File: src/rtl/prog_loader_if.sv
// prog_loader_if: host byte stream in, instruction-memory write port out
interface prog_loader_if #(parameter int ADDR_W = 8, parameter int INSTR_W = 16);
  logic               s_valid;
  logic [7:0]         s_data;
  logic               s_ready;
  logic               imem_we;
  logic [ADDR_W-1:0]  imem_addr;
  logic [INSTR_W-1:0] imem_wdata;
  modport master (output s_valid, s_data, input s_ready, imem_we, imem_addr, imem_wdata);
  modport slave (input s_valid, s_data, output s_ready, imem_we, imem_addr, imem_wdata);
endinterface

File: src/rtl/prog_loader.sv
// prog_loader: framed byte stream to imem writes; holds the CPU until the checksum verifies
module prog_loader #(
  parameter int ADDR_W  = 8,
  parameter int INSTR_W = 16
) (
  input  logic         clk,
  input  logic         rst,
  input  logic         start,
  prog_loader_if.slave bus,
  output logic         cpu_hold,
  output logic         busy,
  output logic         done,
  output logic         err
);
  typedef enum logic [2:0] {IDLE, LEN, HI, LO, CSUM, DONE, ERR} state_t;
  state_t            state, nxt;
  logic [ADDR_W-1:0] idx;
  logic [7:0]        n, hi, x;
  logic              acc, last, go;
  assign busy         = state == LEN || state == HI || state == LO || state == CSUM;
  assign bus.s_ready  = busy;
  assign done         = state == DONE;
  assign err          = state == ERR;
  assign cpu_hold     = state != DONE;
  assign acc          = bus.s_valid && bus.s_ready;
  assign last         = idx == ADDR_W'(n - 8'd1);
  assign go           = start && (state == IDLE || state == DONE || state == ERR);
  always_comb begin
    nxt = state;
    case (state)
      IDLE, DONE, ERR: nxt = start ? LEN : state;
      LEN:             nxt = acc ? (bus.s_data == 8'd0 ? ERR : HI) : LEN;
      HI:              nxt = acc ? LO : HI;
      LO:              nxt = acc ? (last ? CSUM : HI) : LO;
      CSUM:            nxt = acc ? (bus.s_data == x ? DONE : ERR) : CSUM;
      default:         nxt = IDLE;
    endcase
  end
  always_ff @(posedge clk or negedge rst)
    if (!rst) state <= IDLE;
    else state <= nxt;
  always_ff @(posedge clk or negedge rst)
    if (!rst) begin
      idx            <= '0;
      n              <= '0;
      hi             <= '0;
      x              <= '0;
      bus.imem_we    <= 1'b0;
      bus.imem_addr  <= '0;
      bus.imem_wdata <= '0;
    end else begin
      bus.imem_we <= acc && state == LO;
      if (acc && state == LO) begin
        bus.imem_addr  <= idx;
        bus.imem_wdata <= INSTR_W'({hi, bus.s_data});
        if (!last) idx <= idx + 1'b1;
      end
      if (acc && state == LEN) n <= bus.s_data;
      if (acc && state == HI) hi <= bus.s_data;
      if (acc && state != CSUM) x <= x ^ bus.s_data;
      if (go) begin
        idx <= '0;
        x   <= '0;
      end
    end
endmodule

File: src/flat_wrapper.sv
// flat-port wrapper written by rule: the top's interface ports become plain ports
module prog_loader_flat 
#(
  parameter int ADDR_W  = 8,
  parameter int INSTR_W = 16
)
  (clk, rst, start, cpu_hold, busy, done, err, bus_s_valid, bus_s_data, bus_s_ready, bus_imem_we, bus_imem_addr, bus_imem_wdata);
  prog_loader_if #(.ADDR_W(ADDR_W), .INSTR_W(INSTR_W)) bus_i ();
  input  logic clk;
  input  logic rst;
  input  logic start;
  output logic cpu_hold;
  output logic busy;
  output logic done;
  output logic err;
  input wire logic [$bits(bus_i.s_valid)-1:0] bus_s_valid;
  input wire logic [$bits(bus_i.s_data)-1:0] bus_s_data;
  output wire logic [$bits(bus_i.s_ready)-1:0] bus_s_ready;
  output wire logic [$bits(bus_i.imem_we)-1:0] bus_imem_we;
  output wire logic [$bits(bus_i.imem_addr)-1:0] bus_imem_addr;
  output wire logic [$bits(bus_i.imem_wdata)-1:0] bus_imem_wdata;
  assign bus_i.s_valid = bus_s_valid;
  assign bus_i.s_data = bus_s_data;
  assign bus_s_ready = bus_i.s_ready;
  assign bus_imem_we = bus_i.imem_we;
  assign bus_imem_addr = bus_i.imem_addr;
  assign bus_imem_wdata = bus_i.imem_wdata;
  prog_loader #(.ADDR_W(ADDR_W), .INSTR_W(INSTR_W)) u_core (.clk(clk), .rst(rst), .start(start), .bus(bus_i), .cpu_hold(cpu_hold), .busy(busy), .done(done), .err(err));
endmodule
File: config.mk
export PLATFORM = sky130hd
export DESIGN_NAME = prog_loader_flat
export DESIGN_NICKNAME = d
export VERILOG_FILES = /design/src/rtl/prog_loader_if.sv /design/src/rtl/prog_loader.sv /design/src/flat_wrapper.sv
export SDC_FILE = /design/constraint.sdc
export NUM_CORES = 1
export LEC_CHECK = 0
export CAP_MARGIN = 40
export CORE_MARGIN = 8
export CORE_UTILIZATION = 36
export CTS_CLUSTER_DIAMETER = 80
export DETAILED_ROUTE_END_ITERATION = 10
export DONT_BUFFER_PORTS = 1
export MAX_ROUTING_LAYER = met4
export SYNTH_ARGS = -nofsm -noshare
export SYNTH_HDL_FRONTEND = slang
export SYNTH_SLANG_ARGS = --single-unit
File: constraint.sdc
create_clock -name clk -period 2.54 [get_ports clk]
set_input_delay 0.127 -clock clk [delete_from_list [all_inputs] [get_ports clk]]
set_output_delay 0.127 -clock clk [all_outputs]
set_load 0.03 [all_outputs]
Yosys cells after proc, flatten, opt, wreduce, memory -nomap -nowiden
Cells that the tools add are included.
{ "word_totals": {"register_bits": 60, "input_bits": 12, "output_inout_bits": 30, "wordCells": 54} }
{ "classes": {"add_sub_neg": 2, "eq_ne": 12, "mux": 14, "bitwise_logic": 1, "reduce_logical": 17} }
{ "op_table": {"columns": ["op", "n"], "rows": [
  ["$mux W8", 5],
  ["$mux W3", 6],
  ["$eq A8 B8 Y1", 2],
  ["$pmux W3 S5", 1],
  ["$eq A3 B3 Y1 const B", 3],
  ["$add A8 B1 Y8 const B", 1],
  ["$logic_not A8 Y1", 1],
  ["$sub A8 B1 Y8 const B", 1],
  ["$xor A8 B8 Y8", 1],
  ["$eq A3 B2 Y1 const B", 2],
  ["$logic_and A1 B1 Y1", 6],
  ["$ne A3 B3 Y1 const B", 2],
  ["$logic_or A1 B1 Y1", 5],
  ["$ne A2 B2 Y1 const B", 2],
  ["$reduce_bool A2 Y1", 2],
  ["$eq A3 B1 Y1 const B", 1],
  ["$logic_not A3 Y1", 1],
  ["$reduce_or A3 Y1", 1],
  ["$mux W2", 1],
  ["$reduce_and A2 Y1", 1],
  ["$mux W1", 1]
]} }

Logic depth before layout (Yosys ltp)
Gate-level depths: netlist of run 1.
{ "depth": {"depth_word": 8, "depth_mapped": 9, "depth_no_buf": 8} }

Worst setup path after synthesis of run 1
OpenSTA, ideal clock, no wires.
{ "synth_timing": {"path_type": "reg2reg", "start": "register u_core.n[0]", "end": "register u_core.idx[5]", "setup_time_ns": 0.077, "arrival_time_ns": 2.146, "required_time_ns": 2.463, "slack_ns": 0.316, "path_stages_with_launch": 9, "path_buffers": 0, "period_less_slack_ns": 2.224, "cell_sequence": "dfrtp_1 > inv_1 > ha_1 > or3b_4 > o31a_1 > o2111ai_2 > a311oi_2 > or4b_1 > a21oi_1"} }
{ "synth_via": {"elab_chain_len": 4} }
{ "synth_lines": {"columns": ["element", "line_no", "rtl"], "rows": [
  ["from (decl)", "prog_loader.sv:18", "logic [7:0] n, hi, x;"],
  ["from (signal assigned)", "prog_loader.sv:58", "if (acc && state == LEN) n <= bus.s_data;"],
  ["$sub A8 B1 Y8", "prog_loader.sv:26", "assign last = idx == ADDR_W'(n - 8'd1);"],
  ["$eq A8 B8 Y1", "prog_loader.sv:26", null],
  ["$ne A2 B2 Y1 (no line)", null, null],
  ["$reduce_and A2 Y1 (no line)", null, null],
  ["to (signal assigned)", "prog_loader.sv:56", "if (!last) idx <= idx + 1'b1;"],
  ["to (decl)", "prog_loader.sv:17", "logic [ADDR_W-1:0] idx;"]
]} }
Every way passes these cells.
A chain may end at the register's enable or synchronous reset.

Worst setup path after layout of run 1
{ "layout_timing": {"start": "register u_core.n[1]", "end": "register u_core.idx[5]"} }
Same word-level chain as after synthesis.

==> results of run 1 <==
## cell families (layout without fill, tap and decap cells)
| logic type | after synthesis | count (layout) |
|---|---|---|
| buffers and inverters | 24 | 51 |
| XOR/XNOR | 16 | 16 |
| adder cells (fa/ha/maj) | 3 | 3 |
| flip-flops | 60 | 60 |
| multiplexers | 14 | 14 |
| AO/OA/AOI/OAI | 52 | 52 |
| AND/OR/NAND/NOR | 135 | 135 |
## final timing paths
path | start | slack, ns | to
min in group asynchronous | rst | 0.33 | u_core.n[2]
hold / removal | bus_s_valid | 0.03 | u_core.state[1]
setup reg to reg | u_core.n[1] | 0.13 | u_core.idx[5]
hold reg to reg | u_core.hi[1] | 0.46 | u_core.bus.imem_wdata[9]
setup / recovery | u_core.n[1] | 0.13 | u_core.idx[5]
max in group asynchronous | rst | 1.94 | u_core.idx[0]
## routing by layer
layer	vias to the layer above	global-route usage, %	share of wire, %
met2	54	21.0	49
met5	-	-	0
met1	1080	15.7	44
li1	1096	-	-
met4	0	4.62	0.85
met3	6	6.29	6.8
## power groups by stage
| stage | combinational [mW] | clock, mW | sequential, mW |
|---|---|---|---|
| 2_1_floorplan | 0.988 | 0 | 1.83 |
| 5_1_grt | 1.40 | 0.963 | 1.98 |
| 3_5_place_dp | 1.15 | 0 | 1.95 |
| 3_3_place_gp | 1.13 | 0 | 1.94 |
| 4_1_cts | 1.21 | 0.928 | 1.93 |
| 6_report | 1.24 | 0.898 | 1.92 |
## placed cells by master (no fill, tap or decap), types with 10 or more instances in the layout
master         Yosys  layout
xor2_1            12      12
dfrtp_1           60      60
a21o_1            11      11
buf_4              1      14
dlygate4sd3_1      0      10
nand2_1           88      88
mux2_2            12      12
o21ai_0           14      14
## stage by stage
stage	std cells	power (mW)	instance area, um^2	setup WS [ns]
2_1_floorplan	304	2.81	2930	0.316
3_3_place_gp	405	3.06	3070	0.142
3_5_place_dp	406	3.10	3080	0.0941
4_1_cts	433	4.07	3410	0.0837
5_1_grt	436	4.35	3440	0.00299
6_report	436	4.06	3440	0.134
## critical path, delay by kind of cell (launching register included)
kind | cells | cell delay [ns]
flip-flops | 1 | 0.39
AO/OA/AOI/OAI | 4 | 0.67
AND/OR/NAND/NOR | 2 | 0.86
buffers and inverters | 2 | 0.26
adder cells (fa/ha/maj) | 1 | 0.16
## state kept, by name, summed over array words and instances (netlist names)
signal / flops
u_core.idx: 8
u_core.bus.imem_addr: 8
u_core.state: 3
u_core.hi: 8
u_core.bus.imem_we: 1
u_core.x: 8
u_core.bus.imem_wdata: 16
u_core.n: 8
## layout make-up
| type | instances | share of cell area (%) |
|---|---|---|
| clock inverter | 7 | 2.43 |
| clock buffer | 9 | 3.60 |
| multi-input combinational | 220 | 38.7 |
| sequential | 60 | 43.6 |
| inverter | 10 | 1.09 |
| timing repair buffer | 25 | 6.76 |
| tap | 105 | 3.82 |
## repair_timing
item                                    in CTS  in global routing
buffers inserted                             0                  3
endpoints found under the setup margin       0                  3
hold buffers                                11                  0
resized for setup                            0                  1
endpoints found under the hold margin       86                  0
==> results_dict.tcl, run 1 <==
set metrics [dict create \
    tritoncts_buffers 9 \
    worst_hold_path_type "in -> reg" \
    antenna_found_initial 0 \
    syn_nets 318 \
    clock_sink_count 60 \
    filler_cell_count 786 \
    synth-simple-area-share_pct 21.6 \
    yosys_warnings 0 \
    cp_slowest_cell "or4b_1" \
    postSynth.topFlopCell "dfrtp_1" \
    most_common_cell_in_the_synthesized_netlist "nand2_1" \
    synthMuxAreaShare_pct 5.29 \
    top_cells_by_count_synth "nand2_1, dfrtp_1, o21ai_0" \
    insertion_delay_ns 0.35 \
    post_synth_inst_count 304 \
    num_vias 2236 \
    fin_util_pct 42.8 \
    globalplace.congestion 0.750 \
    synth_enable_flop_cells 0 \
    vias_in_the_first_global_route 2200 \
    dp_hpwl_um 4480 \
    min_period_over_period_pct 94.7 \
    multiInputGateArea_mm2 0.00133 \
    power.leakage_nw 1.59 \
    initialDrtViolationCount 107 \
    max_cap_violations 0 \
    synth_top_family_by_area "simple AND/OR/NAND/NOR gates" \
    hold-path-cell-count 2 \
    hold_slack_ns 0.0273 \
    fraction_of_the_mapped_netlist_area_in_adder_cells_pct 1.20 \
    synth-seq-area-share_pct 51.2 \
    clkSlewWorstSetupHoldPaths_ns 0.08 \
    synth-xor-area-share_pct 4.78 \
    drtPass1Iterations 4 \
    timing.final.max_slew_violations 0 \
    clk_pwr_share_pct 22.1 \
    crit_fanout 11 \
    relSlewSlack_pct 61.2 \
    synth_async_sr_flop_share_pct 100 \
    sequential_cell_area_mm2 0.00150 \
    grt_setup_unrepaired "no" \
    max_slew.worst_pin.slew_ns 0.577 \
    synthTopCellsByArea "dfrtp_1, nand2_1, mux2_2" \
    wire_per_inst_um 16.1 \
    syn_area_per_cell_um2 9.64 \
    route.detailed.vias_per_inst 5.13 \
    synth_compound_gate_area_share_pct 12.4 \
    synth.distinct_cells 51 \
    timing.reg2reg.worst_path_depth 9 \
    coreArea_mm2 0.00805 \
    worst-setup-path-type "reg -> reg" \
    period_minus_slack_ns 2.41 \
    cp.arrival_ns 2.68 \
    top_level_ports 42 \
    port-buffer-count 0 \
    die_h_um 106 \
    crit_path_end_kind "register" \
    remaining_drc_errors 0 \
    vdd_ir_drop_max_mv 0.527 \
    clk_root_buffer_cell "clkbuf_8" \
    chipWidth_um 106 \
    synth_largest_area_cell "dfrtp_1" \
    power_frac_comb_pct 30.5 \
    summed_instance_area_of_the_synthesized_netlist_mm2 0.00293 \
    power_density_mw_per_mm2 1180 \
    worstPathCellList "inv_1 > ha_1 > or3b_4 > o31a_1 > o2111ai_2 > a311oi_2 > buf_4 > or4b_1 > a21oi_1" \
    run_status "finished clean" \
    internal_power_consumption_mw 2.36 \
    diodes 0 \
    report.final.hold_viol_count 0 \
    highest_clock_frequency_the_design_can_meet_mhz 416 \
    grt_first_pass_wirelength_um 11700 \
    netSwitchingPower_mw 1.70 \
    switching_share_pct 41.9 \
    global_route.usage.total_pct 13.7 \
    areaGrowthSynthToFinish_pct 17.5 \
    timing.critical_path.slowest_cell_delay_ns 0.46 \
    deepest_clock_path_buffer_count 2 \
    worst_setup_path_start_kind "register" \
    detail-route-antenna-nets 0 \
    grt_start_max_net_pins 61 \
    fin_worst_skew_ns 0.0109 \
    cts_tree "yes" \
    synth_top_area_share_pct 51.2 \
    finalNetCount 340 \
    setup_tns_ns 0 \
    core.rowCount 33 \
    postSynthRegisterBits 60 \
    ctsHtreeMaxLevel 3 \
    initial_standard_cell_utilization_of_the_core_pct 36.4 \
    totalWireLength_um 7030 \
    dieArea_mm2 0.0113 \
    sequentialPowerShare_pct 47.4 \
    required_time_reported_for_the_critical_path_endpoint_ns 2.82 \
    globalRoute.totalOverflow 0 \
    setup_violations 0 \
    drive_above_1_share_pct 15.4 \
]
(Power assumes the default switching activity.)
==> run 2: changes to the inputs <==
- ABC_AREA: unset -> 1
==> run 2 against run 1 <==
Against the previous run: sequential power down 3%; synthesized area up 0.90%; total power up 1.7%; critical endpoint is now u_core.idx[7]; combinational power up 5%.
==> results_dict.tcl, run 2 <==
set metrics [dict create \
    post_synth_inst_count 369 \
    chipWidth_um 107 \
    clk_root_buffer_cell "clkbuf_8" \
    cts.repair.resized 0 \
    fin_worst_skew_ns 0.00576 \
    cts_tree "yes" \
    coreArea_mm2 0.00809 \
    max_slew.worst_pin.slew_ns 0.762 \
    worst_hold_path_type "in -> reg" \
    diodes 0 \
    period_minus_slack_ns 2.00 \
    vdd_ir_drop_max_mv 0.752 \
    globalRoute.totalOverflow 0 \
    highest_clock_frequency_the_design_can_meet_mhz 500 \
    relSlewSlack_pct 49.1 \
    crit_path_end_kind "register" \
    crit_fanout 9 \
    worst_setup_slack_post_dpl_ns 0.551 \
    netSwitchingPower_mw 1.79 \
    largest_reg_flops 16 \
    remaining_drc_errors 0 \
    filler_cell_count 854 \
    core.rowCount 33 \
    top_cells_by_count_synth "nand2_1, dfrtp_1, inv_1" \
    sequentialPowerShare_pct 45.1 \
    initial_standard_cell_utilization_of_the_core_pct 36.5 \
    stdcell_area_mm2 0.00343 \
    synthTopCellsByArea "dfrtp_1, nand2_1, nand3_1" \
    summed_instance_area_of_the_synthesized_netlist_mm2 0.00296 \
    required_time_reported_for_the_critical_path_endpoint_ns 2.82 \
    syn_nets 383 \
    power_density_mw_per_mm2 1200 \
    mostFrequentLayoutCells "nand2_1, dfrtp_1, inv_1" \
    timing.reg2reg.worst_path_depth 13 \
    postSynthRegisterBits 60 \
    hold_slack_ns 0.0277 \
    report.final.hold_viol_count 0 \
    synth_enable_flop_cells 0 \
    multiInputGateArea_mm2 0.00122 \
    postLayoutSetupSlackWorst_ns 0.541 \
    tritoncts_buffers 9 \
    min_period_over_period_pct 78.7 \
    worst_setup_path_start_kind "register" \
    port-buffer-count 0 \
    synth_async_sr_flop_share_pct 100 \
    placed_cells_incl_taps 468 \
    synth_largest_area_cell "dfrtp_1" \
    timing.critical_path.to "u_core.idx[7]" \
    worstReg2RegEnd "u_core.idx[7]" \
    setup_tns_ns 0 \
    largest_register_by_flop_count "u_core.bus.imem_wdata" \
    internal_power_consumption_mw 2.34 \
    globalplace.congestion 0.862 \
    power_frac_comb_pct 31.5 \
    deepest_clock_path_buffer_count 2 \
    wire_per_inst_um 14.0 \
    top_level_ports 42 \
    die_h_um 107 \
    initialDrtViolationCount 191 \
    run_status "finished clean" \
    totalWireLength_um 6970 \
    setup_violations 0 \
    synth_top_area_share_pct 50.8 \
    finalNetCount 400 \
    syn_area_per_cell_um2 8.01 \
    areaGrowthSynthToFinish_pct 16.2 \
    grt_setup_unrepaired "no" \
    dieArea_mm2 0.0114 \
    clk_pwr_share_pct 23.3 \
    grt_start_max_net_pins 61 \
    cp.arrival_ns 2.28 \
    insertion_delay_ns 0.34 \
    layout_commonest_cell "nand2_1" \
    route.detailed.vias_per_inst 4.79 \
    drtPass1Iterations 4 \
    max_cap_violations 0 \
    synth-seq-area-share_pct 50.8 \
    worst-setup-path-type "reg -> reg" \
    reg2reg_slack_ns 0.54 \
    dp_hpwl_um 4840 \
    clkSlewWorstSetupHoldPaths_ns 0.07 \
    clock_sink_count 60 \
    global_route.usage.total_pct 13.8 \
    postCtsSetupRepairBufs 0 \
    antenna_found_initial 0 \
    power.leakage_nw 1.76 \
    switching_share_pct 43.3 \
    detail-route-antenna-nets 0 \
    most_common_cell_in_the_synthesized_netlist "nand2_1" \
    drive_above_1_share_pct 9.21 \
    postSynth.topFlopCell "dfrtp_1" \
    startpoint "u_core.n[0]" \
    vias_in_the_first_global_route 2296 \
    grt_first_pass_wirelength_um 12100 \
    reg2reg_launch_point "u_core.n[0]" \
    yosys_warnings 0 \
    ctsHtreeMaxLevel 3 \
    timing.final.max_slew_violations 0 \
    post_layout_nonfiller_instances 496 \
    num_vias 2378 \
    post_dp_cell_area_mm2 0.00307 \
    synth.distinct_cells 25 \
    sequential_cell_area_mm2 0.00150 \
]
## run 2: changes by cell type after synthesis, moves of 11 or more
cell,before,now
nand3_1,3,41
nor2_1,6,18
o21ai_0,14,38
mux2_2,12,0
inv_1,9,42
nand2_1,88,107
a21o_1,11,0
## run 2: logic make-up after synthesis
family	count (synthesis)	synth area share, %
adders and majority gates	2	0.846
AOI/OAI and AO/OA	43	7.36
and+or+nand+nor	190	28.5
DFF	60	50.8
xor gates and xnor gates	16	4.74
buffers and inverters	58	7.79
## run 2: worst min path at each step
stage / from / to / cells after the start
floorplan: rst / u_core.bus.imem_addr[0] / 0
detailed placement: rst / u_core.bus.imem_wdata[0] / 0
global placement: rst / u_core.bus.imem_wdata[0] / 0
CTS: bus_s_data[4] / u_core.x[4] / 2
global route: bus_s_valid / u_core.bus.imem_we / 2
finish: bus_s_data[4] / u_core.x[4] / 2
## run 2: final cells by class
type | instances | share of cell area, %
sequential | 60 | 43.7
multi-input combinational | 251 | 35.7
inverter | 47 | 5.14
timing repair buffer | 17 | 5.10
clock buffer | 10 | 4.01
tap | 105 | 3.83
clock inverter | 6 | 2.55
## run 2: repair_timing
item                                    CTS  global route
endpoints found under the setup margin    0             0
hold buffers                             12             0
hold endpoints to repair                 91             0
## run 2: power groups by stage
stage | Sequential, mW | Clock [mW] | Combinational, mW
2_1_floorplan | 1.79 | 0 | 1.06
3_3_place_gp | 1.88 | 0 | 1.23
3_5_place_dp | 1.89 | 0 | 1.26
4_1_cts | 1.87 | 0.994 | 1.31
5_1_grt | 1.91 | 1.03 | 1.54
6_report | 1.86 | 0.964 | 1.30
## run 2: per-stage QoR
step | utilization, % | power, mW
finish | 42.4 | 4.13
global route | 42.4 | 4.47
CTS | 42.4 | 4.18
detailed placement | 38.0 | 3.15
global placement | 38.0 | 3.11
floorplan | - | 2.85
## run 2: per-layer routing
layer,wire length [um],GRT usage (%),vias to the layer above
met3,352,3.96,7
met1,3330,17.6,1101
li1,-,-,1215
met4,74,5.23,0
met2,3210,20.2,55
met5,0,-,-
## run 2: worst max-delay path, cell delays in order (launching register included)
cell and delay [ns]:
dfrtp_1 0.41, inv_1 0.14, ha_1 0.34, inv_1 0.06
nand2_1 0.05, nand2_1 0.06, nand2_1 0.05, nor2_1 0.12
nand3_1 0.13, nor2_4 0.17, nand2_4 0.12, nand2_4 0.12
nand3_1 0.07, nand2_1 0.09
==> run 3: changes to the inputs <==
- clock period: 2.54 -> 1.9 ns (I/O delays scaled with it)
==> run 3 against run 2 <==
Against the previous run: critical path depth stayed put; worst setup slack lost 0.40 ns; die area stayed put.
==> results_dict.tcl, run 3 (synthesis results as in run 2) <==
set metrics [dict create \
    run_status "finished clean" \
    num_vias 2413 \
    diodes 0 \
    filler_cell_count 834 \
    min_period_over_period_pct 92.4 \
    post_layout_nonfiller_instances 499 \
    die_h_um 107 \
    largest_register_by_flop_count "u_core.bus.imem_wdata" \
    grt_start_max_net_pins 61 \
    worstPathCellList "inv_2 > ha_2 > inv_1 > nand2_1 > nand2_1 > nand2_1 > nor2_1 > nand3_2 > nor2_4 > buf_4 > nand3_1 > nand2_1 > nand3_1" \
    max_cap_violations 0 \
    grt_first_pass_wirelength_um 12000 \
    hold-path-cell-count 3 \
    initialDrtViolationCount 151 \
    relSlewSlack_pct 75.1 \
    drive_above_1_share_pct 10.9 \
    max_slew.worst_pin.slew_ns 0.372 \
    clock_sink_count 60 \
    initial_standard_cell_utilization_of_the_core_pct 36.5 \
    worst-setup-path-type "reg -> reg" \
    timing.final.max_slew_violations 0 \
    power.leakage_nw 1.75 \
    met1_wire_length_um 3310 \
    deepest_clock_path_buffer_count 2 \
    worst_hold_path_type "in -> reg" \
    areaGrowthSynthToFinish_pct 16.3 \
    antenna_found_initial 0 \
    highest_clock_frequency_the_design_can_meet_mhz 570 \
    route.detailed.vias_per_inst 4.84 \
    chipWidth_um 107 \
    global_route.usage.total_pct 13.8 \
    cp_slowest_cell "dfrtp_1" \
    totalWireLength_um 7220 \
    globalplace.congestion 0.844 \
    remaining_drc_errors 0 \
    reg2reg_slack_ns 0.14 \
    setup_violations 0 \
    clkSlewWorstSetupHoldPaths_ns 0.07 \
    met3WireLength_um 517 \
    largest_reg_flops 16 \
    hold_start "bus_s_data[7]" \
    timing.critical_path.slowest_cell_delay_ns 0.40 \
    setup_tns_ns 0 \
    coreArea_mm2 0.00809 \
    crit_top_cell "nand2_1" \
    dp_hpwl_um 4940 \
    core.rowCount 33 \
    reg2reg_launch_point "u_core.n[0]" \
    mostFrequentLayoutCells "nand2_1, dfrtp_1, inv_1" \
    hold_slack_ns 0.0506 \
    required_time_reported_for_the_critical_path_endpoint_ns 2.13 \
    ctsHtreeMaxLevel 3 \
    finalNetCount 403 \
    port-buffer-count 0 \
    crit_family "simple AND/OR/NAND/NOR gates" \
    vdd_ir_drop_max_mv 0.917 \
    vias_in_the_first_global_route 2365 \
    placed_cells_incl_taps 470 \
    report.final.hold_viol_count 0 \
    top_level_ports 42 \
    worst_hold_endpoint "u_core.state[2]" \
    worstReg2RegEnd "u_core.state[1]" \
    crit_buf_inv 3 \
    insertion_delay_ns 0.34 \
    clk_root_buffer_cell "clkbuf_8" \
    highest-signal-layer "met4" \
    wire_per_inst_um 14.5 \
    layout_commonest_cell "nand2_1" \
    fin_worst_skew_ns 0.00823 \
    power_density_mw_per_mm2 1580 \
    tritoncts_buffers 9 \
    fin_util_pct 42.5 \
    dieArea_mm2 0.0114 \
    crit_fanout 5 \
    crit_path_end_kind "register" \
    globalRoute.totalOverflow 0 \
    cp.arrival_ns 1.98 \
    period_minus_slack_ns 1.76 \
    wl_met2_um 3300 \
    detail-route-antenna-nets 0 \
    drtPass1Iterations 4 \
    cts_tree "yes" \
    timing.reg2reg.worst_path_depth 13 \
    worst_setup_path_start_kind "register" \
]
## run 3: cell count changes in the layout (fill, tap and decap cells not counted)
cell | before | now
ha_2 | 0 | 1
dlygate4sd3_1 | 11 | 10
inv_2 | 5 | 6
ha_1 | 2 | 1
clkinv_2 | 2 | 1
nand3_2 | 0 | 1
buf_4 | 5 | 9
inv_1 | 42 | 41
bufinv_16 | 2 | 1
clkinvlp_4 | 0 | 2
clkbuf_8 | 10 | 9
nand3_1 | 41 | 40
inv_6 | 0 | 1
## run 3: worst reg2reg max path, cell delays in order (launching register included)
cell     delay, ns
dfrtp_1       0.40
inv_2         0.10
ha_2          0.28
inv_1         0.05
nand2_1       0.04
nand2_1       0.06
nand2_1       0.05
nor2_1        0.11
nand3_2       0.10
nor2_4        0.14
buf_4         0.13
nand3_1       0.06
nand2_1       0.08
nand3_1       0.06
## run 3: repair_timing
item	CTS	global route
gates resized for setup	0	3
setup buffers	0	2
endpoints found under the setup margin	0	8
hold buffers	11	0
endpoints found under the hold margin	94	0
## run 3: worst max path at each step
stage | end | from | cells after the start | slack, ns
2_1_floorplan | u_core.x[5] | u_core.state[1] | 9 | 0.27
3_3_place_gp | u_core.idx[2] | u_core.n[0] | 13 | 0.18
3_5_place_dp | u_core.idx[5] | u_core.n[0] | 13 | 0.12
4_1_cts | u_core.idx[3] | u_core.n[0] | 13 | 0.09
5_1_grt | u_core.idx[4] | u_core.n[0] | 12 | -0.002
6_report | u_core.state[1] | u_core.n[0] | 13 | 0.14
## run 3: where the power goes
| group | total (mW) | switching, mW | internal, mW |
|---|---|---|---|
| Sequential | 2.49 | 0.739 | 1.75 |
| Combinational | 1.79 | 1.15 | 0.641 |
| Clock | 1.16 | 0.547 | 0.611 |
| Total | 5.44 | 2.44 | 3.00 |
## run 3: stage by stage
stage | area, um^2 | power [mW] | worst slack, ns
floorplan | 2960 | 3.81 | 0.270
global placement | 3090 | 4.16 | 0.181
detailed placement | 3090 | 4.21 | 0.116
CTS | 3410 | 5.45 | 0.0948
global route | 3440 | 5.88 | -0.00222
finish | 3440 | 5.44 | 0.145
## run 3: area by class of cell
type / count / area, um^2 / area share (%)
sequential: 60 / 1500 / 43.7
multi-input combinational: 251 / 1230 / 35.9
timing repair buffer: 20 / 195 / 5.68
inverter: 47 / 176 / 5.13
tap: 105 / 131 / 3.82
clock buffer: 9 / 124 / 3.60
clock inverter: 7 / 76.3 / 2.22
## run 3: routing by layer
metal / global-route usage (%) / up-vias
met5: - / -
met4: 5.63 / 0
met3: 4.38 / 10
met2: 21.0 / 58
met1: 16.6 / 1125
li1: - / 1220
